==> src/rtl/memory_pkg.sv <==
// Shared types and sizing helpers for the synchronous scratch memory.
package memory_pkg;

    typedef enum logic {
        ST_CLEAR = 1'b0,
        ST_READY = 1'b1
    } state_e;

    localparam int DATA_W_DEF = 8;
    localparam int DEPTH_DEF  = 4;

    function automatic int addr_w(input int depth);
        return (depth <= 2) ? 1 : $clog2(depth);
    endfunction

endpackage

==> src/rtl/memory_array.sv <==
// Single-port synchronous storage with a registered, load-enabled read port.
module memory_array #(
    parameter int DATA_W = 8,
    parameter int DEPTH  = 4,
    parameter int ADDR_W = 2
) (
    input  logic              clk_i,
    input  logic              rst_i,
    input  logic              we_i,
    input  logic              re_i,
    input  logic              rzero_i,
    input  logic [ADDR_W-1:0] addr_i,
    input  logic [DATA_W-1:0] wdata_i,
    output logic [DATA_W-1:0] rdata_o
);

    logic [DATA_W-1:0] mem_q [DEPTH];
    logic [DATA_W-1:0] rdata_q;

    always_ff @(posedge clk_i) begin
        if (we_i) begin
            mem_q[addr_i] <= wdata_i;
        end
    end

    // Read register only moves on a completed read, so data is held between reads.
    always_ff @(posedge clk_i) begin
        if (rst_i || rzero_i) begin
            rdata_q <= '0;
        end else if (re_i) begin
            rdata_q <= mem_q[addr_i];
        end
    end

    assign rdata_o = rdata_q;

endmodule

==> src/rtl/memory_sync_ctrl.sv <==
// Request/clear controller wrapped around memory_array: zero-fill sequencer,
// address range check, one-cycle read response and output-enable mask.
module memory_sync_ctrl
    import memory_pkg::*;
#(
    parameter  int DATA_W = DATA_W_DEF,
    parameter  int DEPTH  = DEPTH_DEF,
    localparam int ADDR_W = addr_w(DEPTH)
) (
    input  logic              clk_i,
    input  logic              rst_i,
    input  logic              clr_i,
    input  logic              req_valid_i,
    output logic              req_ready_o,
    input  logic              req_we_i,
    input  logic [ADDR_W-1:0] req_addr_i,
    input  logic [DATA_W-1:0] req_wdata_i,
    input  logic              oe_i,
    output logic              rd_valid_o,
    output logic [DATA_W-1:0] rd_data_o,
    output logic              err_o,
    output logic              busy_o
);

    localparam logic [ADDR_W-1:0] LAST_ADDR = ADDR_W'(DEPTH - 1);

    state_e            state_q;
    logic [ADDR_W-1:0] ptr_q;
    logic              rd_valid_q;
    logic              err_q;

    logic              clearing;
    logic              accept;
    logic              in_range;
    logic              arr_we;
    logic              arr_re;
    logic              arr_rzero;
    logic [ADDR_W-1:0] arr_addr;
    logic [DATA_W-1:0] arr_wdata;
    logic [DATA_W-1:0] arr_rdata;

    assign clearing    = (state_q == ST_CLEAR);
    assign req_ready_o = !clearing && !clr_i;
    assign busy_o      = clearing;
    assign accept      = req_valid_i && req_ready_o;
    // Widen before comparing so non-power-of-two depths decode correctly.
    assign in_range    = 32'(req_addr_i) < 32'(DEPTH);

    always_comb begin
        arr_we    = !rst_i && (clearing || (accept && req_we_i && in_range));
        arr_addr  = clearing ? ptr_q : req_addr_i;
        arr_wdata = clearing ? '0 : req_wdata_i;
        arr_re    = accept && !req_we_i && in_range;
        arr_rzero = accept && !req_we_i && !in_range;
    end

    always_ff @(posedge clk_i) begin
        if (rst_i) begin
            state_q    <= ST_CLEAR;
            ptr_q      <= '0;
            rd_valid_q <= 1'b0;
            err_q      <= 1'b0;
        end else begin
            rd_valid_q <= accept && !req_we_i;
            err_q      <= accept && !in_range;
            case (state_q)
                ST_CLEAR: begin
                    if (ptr_q == LAST_ADDR) begin
                        state_q <= ST_READY;
                    end else begin
                        ptr_q <= ptr_q + ADDR_W'(1);
                    end
                end
                ST_READY: begin
                    if (clr_i) begin
                        state_q <= ST_CLEAR;
                        ptr_q   <= '0;
                    end
                end
                default: state_q <= ST_CLEAR;
            endcase
        end
    end

    memory_array #(
        .DATA_W (DATA_W),
        .DEPTH  (DEPTH),
        .ADDR_W (ADDR_W)
    ) u_array (
        .clk_i   (clk_i),
        .rst_i   (rst_i),
        .we_i    (arr_we),
        .re_i    (arr_re),
        .rzero_i (arr_rzero),
        .addr_i  (arr_addr),
        .wdata_i (arr_wdata),
        .rdata_o (arr_rdata)
    );

    assign rd_valid_o = rd_valid_q;
    assign err_o      = err_q;
    assign rd_data_o  = oe_i ? arr_rdata : '0;

endmodule

==> config.mk <==
export PLATFORM = sky130hd
export DESIGN_NAME = memory_sync_ctrl
export DESIGN_NICKNAME = d
export VERILOG_FILES = /design/src/rtl/memory_pkg.sv /design/src/rtl/memory_array.sv /design/src/rtl/memory_sync_ctrl.sv
export SDC_FILE = /design/constraint.sdc
export NUM_CORES = 1
export LEC_CHECK = 0
export ABC_AREA = 1
export ABC_CLOCK_PERIOD_IN_PS = 2450
export BUFFER_PORTS_ARGS = -buffer_cell sky130_fd_sc_hd__buf_2
export CORE_ASPECT_RATIO = 1.25
export CORE_MARGIN = 10
export CORE_UTILIZATION = 45
export DETAILED_ROUTE_END_ITERATION = 6
export PLACE_DENSITY_LB_ADDON = 0.25
export SKIP_CTS_REPAIR_TIMING = 1
export SLEW_MARGIN = 20
export SYNTH_ARGS = -nofsm -noshare
export SYNTH_HDL_FRONTEND = slang
export SYNTH_SLANG_ARGS = --single-unit
==> constraint.sdc <==
create_clock -name clk_i -period 2.45 [get_ports clk_i]
set_clock_uncertainty 0.2 [all_clocks]
set_input_delay 0.49 -clock clk_i [delete_from_list [all_inputs] [get_ports clk_i]]
set_output_delay 0.49 -clock clk_i [all_outputs]
set_load 0.005 [all_outputs]
=== Word-level counts from Yosys, hierarchy flattened ===
Memory sizes are Yosys's and may differ from the RTL's. A register that Yosys moved wholly into a read port is not among the register bits.
Cells that the tools add are included.

* Register bits: 4
* RAM bits: 32
* Output and inout port bits: 12
* Word-level logic and storage cells: 30
* Memories: 1

* $add $sub $neg: 1
* Eq/ne operators: 3
* Multiplexer cells: 11
* Bitwise gates (word level): 1
* Reduce and logical (&&, ||, !) cells: 10

{| class="wikitable"
|+ Memory list
! name !! words !! bits a word !! rd ports !! clocked after Yosys merged registers in !! write ports !! RTL line !! RTL
|-
| u_array.mem_q || 4 || 8 || 1 || 1 || 1 || memory_array.sv:17 || <nowiki>logic [DATA_W-1:0] mem_q [DEPTH];</nowiki>
|}

{| class="wikitable"
|+ Operators by type and width
! operator !! count
|-
| $mux 8 || 2
|-
| $mux 2 || 3
|-
| $logic_and 1x1->1 || 5
|-
| $mux 1 || 4
|-
| $ne 2x2->1 const B || 2
|-
| $pmux 2 s2 || 1
|-
| $logic_not 1->1 || 3
|-
| $add 2x1->2 const B || 1
|-
| $eq 2x2->1 const B || 1
|-
| $pmux 1 s2 || 1
|-
| $reduce_and 2->1 || 1
|-
| $logic_or 1x1->1 || 1
|-
| $not 1->1 || 1
|}

=== Depth between registers and ports, before layout ===
* Word-level depth: 8
* Mapped depth: 9
* Mapped depth without buffers: 8

=== Modules after synthesis ===
A second synthesis with hierarchy kept.

* Cells, all modules: 194
* Area, all modules: 1,944.4 µm²

{| class="wikitable"
|+ Modules (own cells, without submodules)
! module !! times used !! cells each !! area an instance (µm²)
|-
| memory_array || 1 || 126 || 1,546.5
|-
| memory_sync_ctrl || 1 || 68 || 397.9
|}

=== Worst setup path before layout ===
OpenSTA, ideal clock, no wires.

* Kind: input to register
* Start point: input clr_i
* End point: memory u_array.mem_q[0][0] (enable)
* Library setup time: 0.383 ns
* Arrival: 1.475 ns
* Slack: 0.392 ns
* Stages: 7
* Path through: inv_1 -> nand2_4 -> inv_4 -> nand3_1 -> nand2_1 -> nand2_1 -> nor3_1

* Longest elaborated chain between the ends: 8

{| class="wikitable"
|+ RTL lines
! what !! RTL line !! RTL
|-
| start, declared || memory_sync_ctrl.sv:12 || <nowiki>input logic clr_i,</nowiki>
|-
| $logic_not 1->1 || memory_sync_ctrl.sv:43 || <nowiki>assign req_ready_o = !clearing && !clr_i;</nowiki>
|-
| $logic_and 1x1->1 || memory_sync_ctrl.sv:43 ||
|-
| named net req_ready_o || memory_sync_ctrl.sv:14 || <nowiki>output logic req_ready_o,</nowiki>
|-
| $logic_and 1x1->1 || memory_sync_ctrl.sv:45 || <nowiki>assign accept = req_valid_i && req_ready_o;</nowiki>
|-
| $logic_and 1x1->1 || memory_sync_ctrl.sv:50 || <nowiki>arr_we = !rst_i && (clearing || (accept && req_we_i && in_range));</nowiki>
|-
| $logic_or 1x1->1 || memory_sync_ctrl.sv:50 ||
|-
| $logic_and 1x1->1 || memory_sync_ctrl.sv:50 ||
|-
| $mux 1 || memory_array.sv:21 || <nowiki>if (we_i) begin</nowiki>
|-
| $mux 1 (not written as such) || memory_array.sv:22 || <nowiki>mem_q[addr_i] <= wdata_i;</nowiki>
|-
| end, declared || memory_array.sv:17 ||
|}

The timed path passes the listed nets, and every way through them passes these cells.

=== Final worst setup path ===
* Start point: register state_q
* End point: memory u_array.mem_q[2][3] (enable)

* Longest elaborated chain between the ends: 7

{| class="wikitable"
|+ RTL lines
! what !! RTL line !! RTL
|-
| start, declared || memory_sync_ctrl.sv:27 || <nowiki>state_e state_q;</nowiki>
|-
| start signal, assigned || memory_sync_ctrl.sv:59 || <nowiki>state_q <= ST_CLEAR;</nowiki>
|-
| start signal, assigned || memory_sync_ctrl.sv:69 || <nowiki>state_q <= ST_READY;</nowiki>
|-
| start signal, assigned || memory_sync_ctrl.sv:76 || <nowiki>state_q <= ST_CLEAR;</nowiki>
|-
| $logic_and 1x1->1 || memory_sync_ctrl.sv:43 ||
|-
| $logic_and 1x1->1 || memory_sync_ctrl.sv:45 ||
|-
| $logic_and 1x1->1 || memory_sync_ctrl.sv:50 ||
|-
| $logic_or 1x1->1 || memory_sync_ctrl.sv:50 ||
|-
| $logic_and 1x1->1 || memory_sync_ctrl.sv:50 ||
|-
| $mux 1 || memory_array.sv:21 ||
|-
| $mux 1 (not written as such) || memory_array.sv:22 ||
|}

Several ways; a longest one is shown, not always the timed one.

==> results.toml <==
[sta]
finalCritPeriodShare_pct = 74.0
slew_violations = 0
setup_violations = 0
tns_ns = 0
hold_viol = 0
fmax_ghz = 0.552
period_needed_ns = 1.81
rsz0062_at_grt = "false"

[worst_setup_path]
r2r-end = "u_array.mem_q[2][3]$_DFFE_PP_"
reg2reg_slack_ns = 0.64
cp_max_fo = 18
cp.required_ns = 2.26
crit_arrival_ns = 1.63
endpoint_kind = "flop"
r2r-start = "state_q$_SDFF_PP0_"
cp-start-kind = "flop"
crit_type = "flop to flop"
r2r_cells = 5

[floorplanning]
initial_core_util_pct = 45.9
die-height_um = 94.6
die_area_mm2 = 0.00753
io_pins = 28
coreArea_mm2 = 0.00436
rows = 27
fp.dieW_um = 79.7

[clock_network]
cts_buffer_depth = 2
root_buffer = "clkbuf_8"
htreeDepth = 2
clock_sinks = 44
cts_tree = "yes"
cts_buffers = 5
clkTransAtPathRegs_ns = 0.08
clock_latency_ns = 0.30

[power]
p_per_area_mw_per_mm2 = 771
p_leak_uw = 0.00102
peakVddDrop_uv = 363

[grt]
antenna_found_initial = 0
grt_use_met3_pct = 3.71
grt_pass1_wl_um = 6580
globalRoute.busiestLayer = "met2"
grt_max_degree = 19
overflow = 0
use_met2_pct = 19.4
grtUsageMet1_pct = 12.5
grtUsageTotal_pct = 11.2
grt_pass1_vias = 1341

[cells_and_area]
final_cells = 287
drive_above_1_share_pct = 21.8
area_delta_synth_final_pct = 11.6
nets = 246
n_antenna_cell = 0

[route]
num_vias = 1399
wire_per_inst_um = 14.2
ant_nets = 0
drt_pass1_iterations = 4
routed_via_density = 4.87
drt-initial-drc-count = 74
routed_wl_um = 4080
drc = 0

[hold_path]
hp-class = "input port to flop"
worstHoldPathCells = 2
hold_end = "ptr_q[0]$_SDFFE_PP0P_"
min_from = "rst_i"

[placement]
globalplace.congestion = 0.841
placedCellCount = 280
hpwl_um = 3080
io_buffers = 26

[logic_synthesis]
syn-mean-instance-area_um2 = 10.0
synth.distinct_cells = 20
syn_area_mm2 = 0.00200
synth_seq_cells = 44
syn_inst = 200
yosys_warnings = 0
synth_nets = 217
yosysSeqAreaShare_pct = 60.0

[flow_run]
maxCapViolCount = 0

[status]
outcome = "completed"
[layer usage]
metal	vias to the layer above	wire, µm
li1	714	-
met1	637	1680
met2	43	2070
met3	5	259
met4	0	66
met5	-	0
[cell usage after synthesis (all sizes together)]
library cell	instances	area, µm²
nor2	18	83.8
nand2	42	210
edfxtp	32	961
dfxtp	12	240
o21ai	9	45.0
ha	1	12.5
buf	8	86.3
conb	1	3.75
clkbuf	1	3.75
a21oi	2	10.0
inv	26	105
nor3	5	25.0
nand3	43	215
[power breakdown]
part           total [µW]  switching, µW  internal [µW]
Clock                 437            244            193
Combinational         370            254            116
Sequential            915           30.7            885
Total                1720            528           1190
[cell families after synthesis]
| family | count (synthesis) | synth area share, % |
|---|---|---|
| and+or+nand+nor | 108 | 26.7 |
| other | 1 | 0.187 |
| adders and majority gates | 1 | 0.625 |
| DFF | 44 | 60.0 |
| AOI/OAI and AO/OA | 11 | 2.75 |
| buffers and inverters | 35 | 9.75 |
[sequential cells by signal (all words and copies together), names as in the netlist]
register         flops
u_array.rdata_o      8
u_array.mem_q       32
ptr_q                2
rd_valid_o           1
state_q              1
[layout make-up]
type,instances,area [µm²]
sequential,44,1200
inverter,26,105
timing repair buffer,31,168
tap,58,72.6
clock inverter,2,12.5
multi-input combinational,121,606
fill,427,2120
clock buffer,5,68.8
[metrics by stage]
stage	area [µm²]	utilization [%]	setup slack, ns	total power (µW)	hold slack [ns]
finish	2230	51.2	0.637	1720	0.212
global route	2230	51.2	0.520	1820	0.209
CTS	2230	51.2	0.625	1730	0.211
detailed placement	2150	49.4	0.515	1300	0.297
global placement	2150	49.4	0.564	1300	0.295
floorplan	2000	-	0.392	1240	0.276
[cell usage in the layout, fill, tap and decap left out]
| cell type | n |
|---|---|
| nand3_1 | 43 |
| nand2_1 | 33 |
| edfxtp_1 | 32 |
| buf_2 | 26 |
| inv_1 | 24 |
| nor2_1 | 17 |
| dfxtp_1 | 12 |
| o21ai_0 | 7 |
| nand2_4 | 6 |
| nor3_1 | 5 |
| clkbuf_8 | 5 |
| buf_4 | 5 |
| nand2_2 | 3 |
| a21oi_1 | 2 |
| o21ai_1 | 2 |
| inv_6 | 1 |
| inv_4 | 1 |
| nor2_8 | 1 |
| ha_1 | 1 |
| conb_1 | 1 |
| clkinvlp_4 | 1 |
| clkinv_2 | 1 |
[worst max-delay path by stage]
stage / start / depth (start not counted) / to
final: state_q$_SDFF_PP0_ / 5 / u_array.mem_q[2][3]$_DFFE_PP_
after global routing: state_q$_SDFF_PP0_ / 7 / u_array.mem_q[3][5]$_DFFE_PP_
after CTS: state_q$_SDFF_PP0_ / 5 / u_array.mem_q[2][0]$_DFFE_PP_
after detailed placement: clr_i / 9 / u_array.mem_q[2][0]$_DFFE_PP_
after global placement: clr_i / 9 / u_array.mem_q[2][2]$_DFFE_PP_
after floorplan: clr_i / 7 / u_array.mem_q[0][0]$_DFFE_PP_
[worst max-delay path, cell delays in order, from the launching register on]
cell,delay [ns]
dfxtp_1,0.40
buf_4,0.22
nand2_1,0.12
nand2_4,0.13
nor3_1,0.25
buf_4,0.21
(Power assumes the default switching activity.)
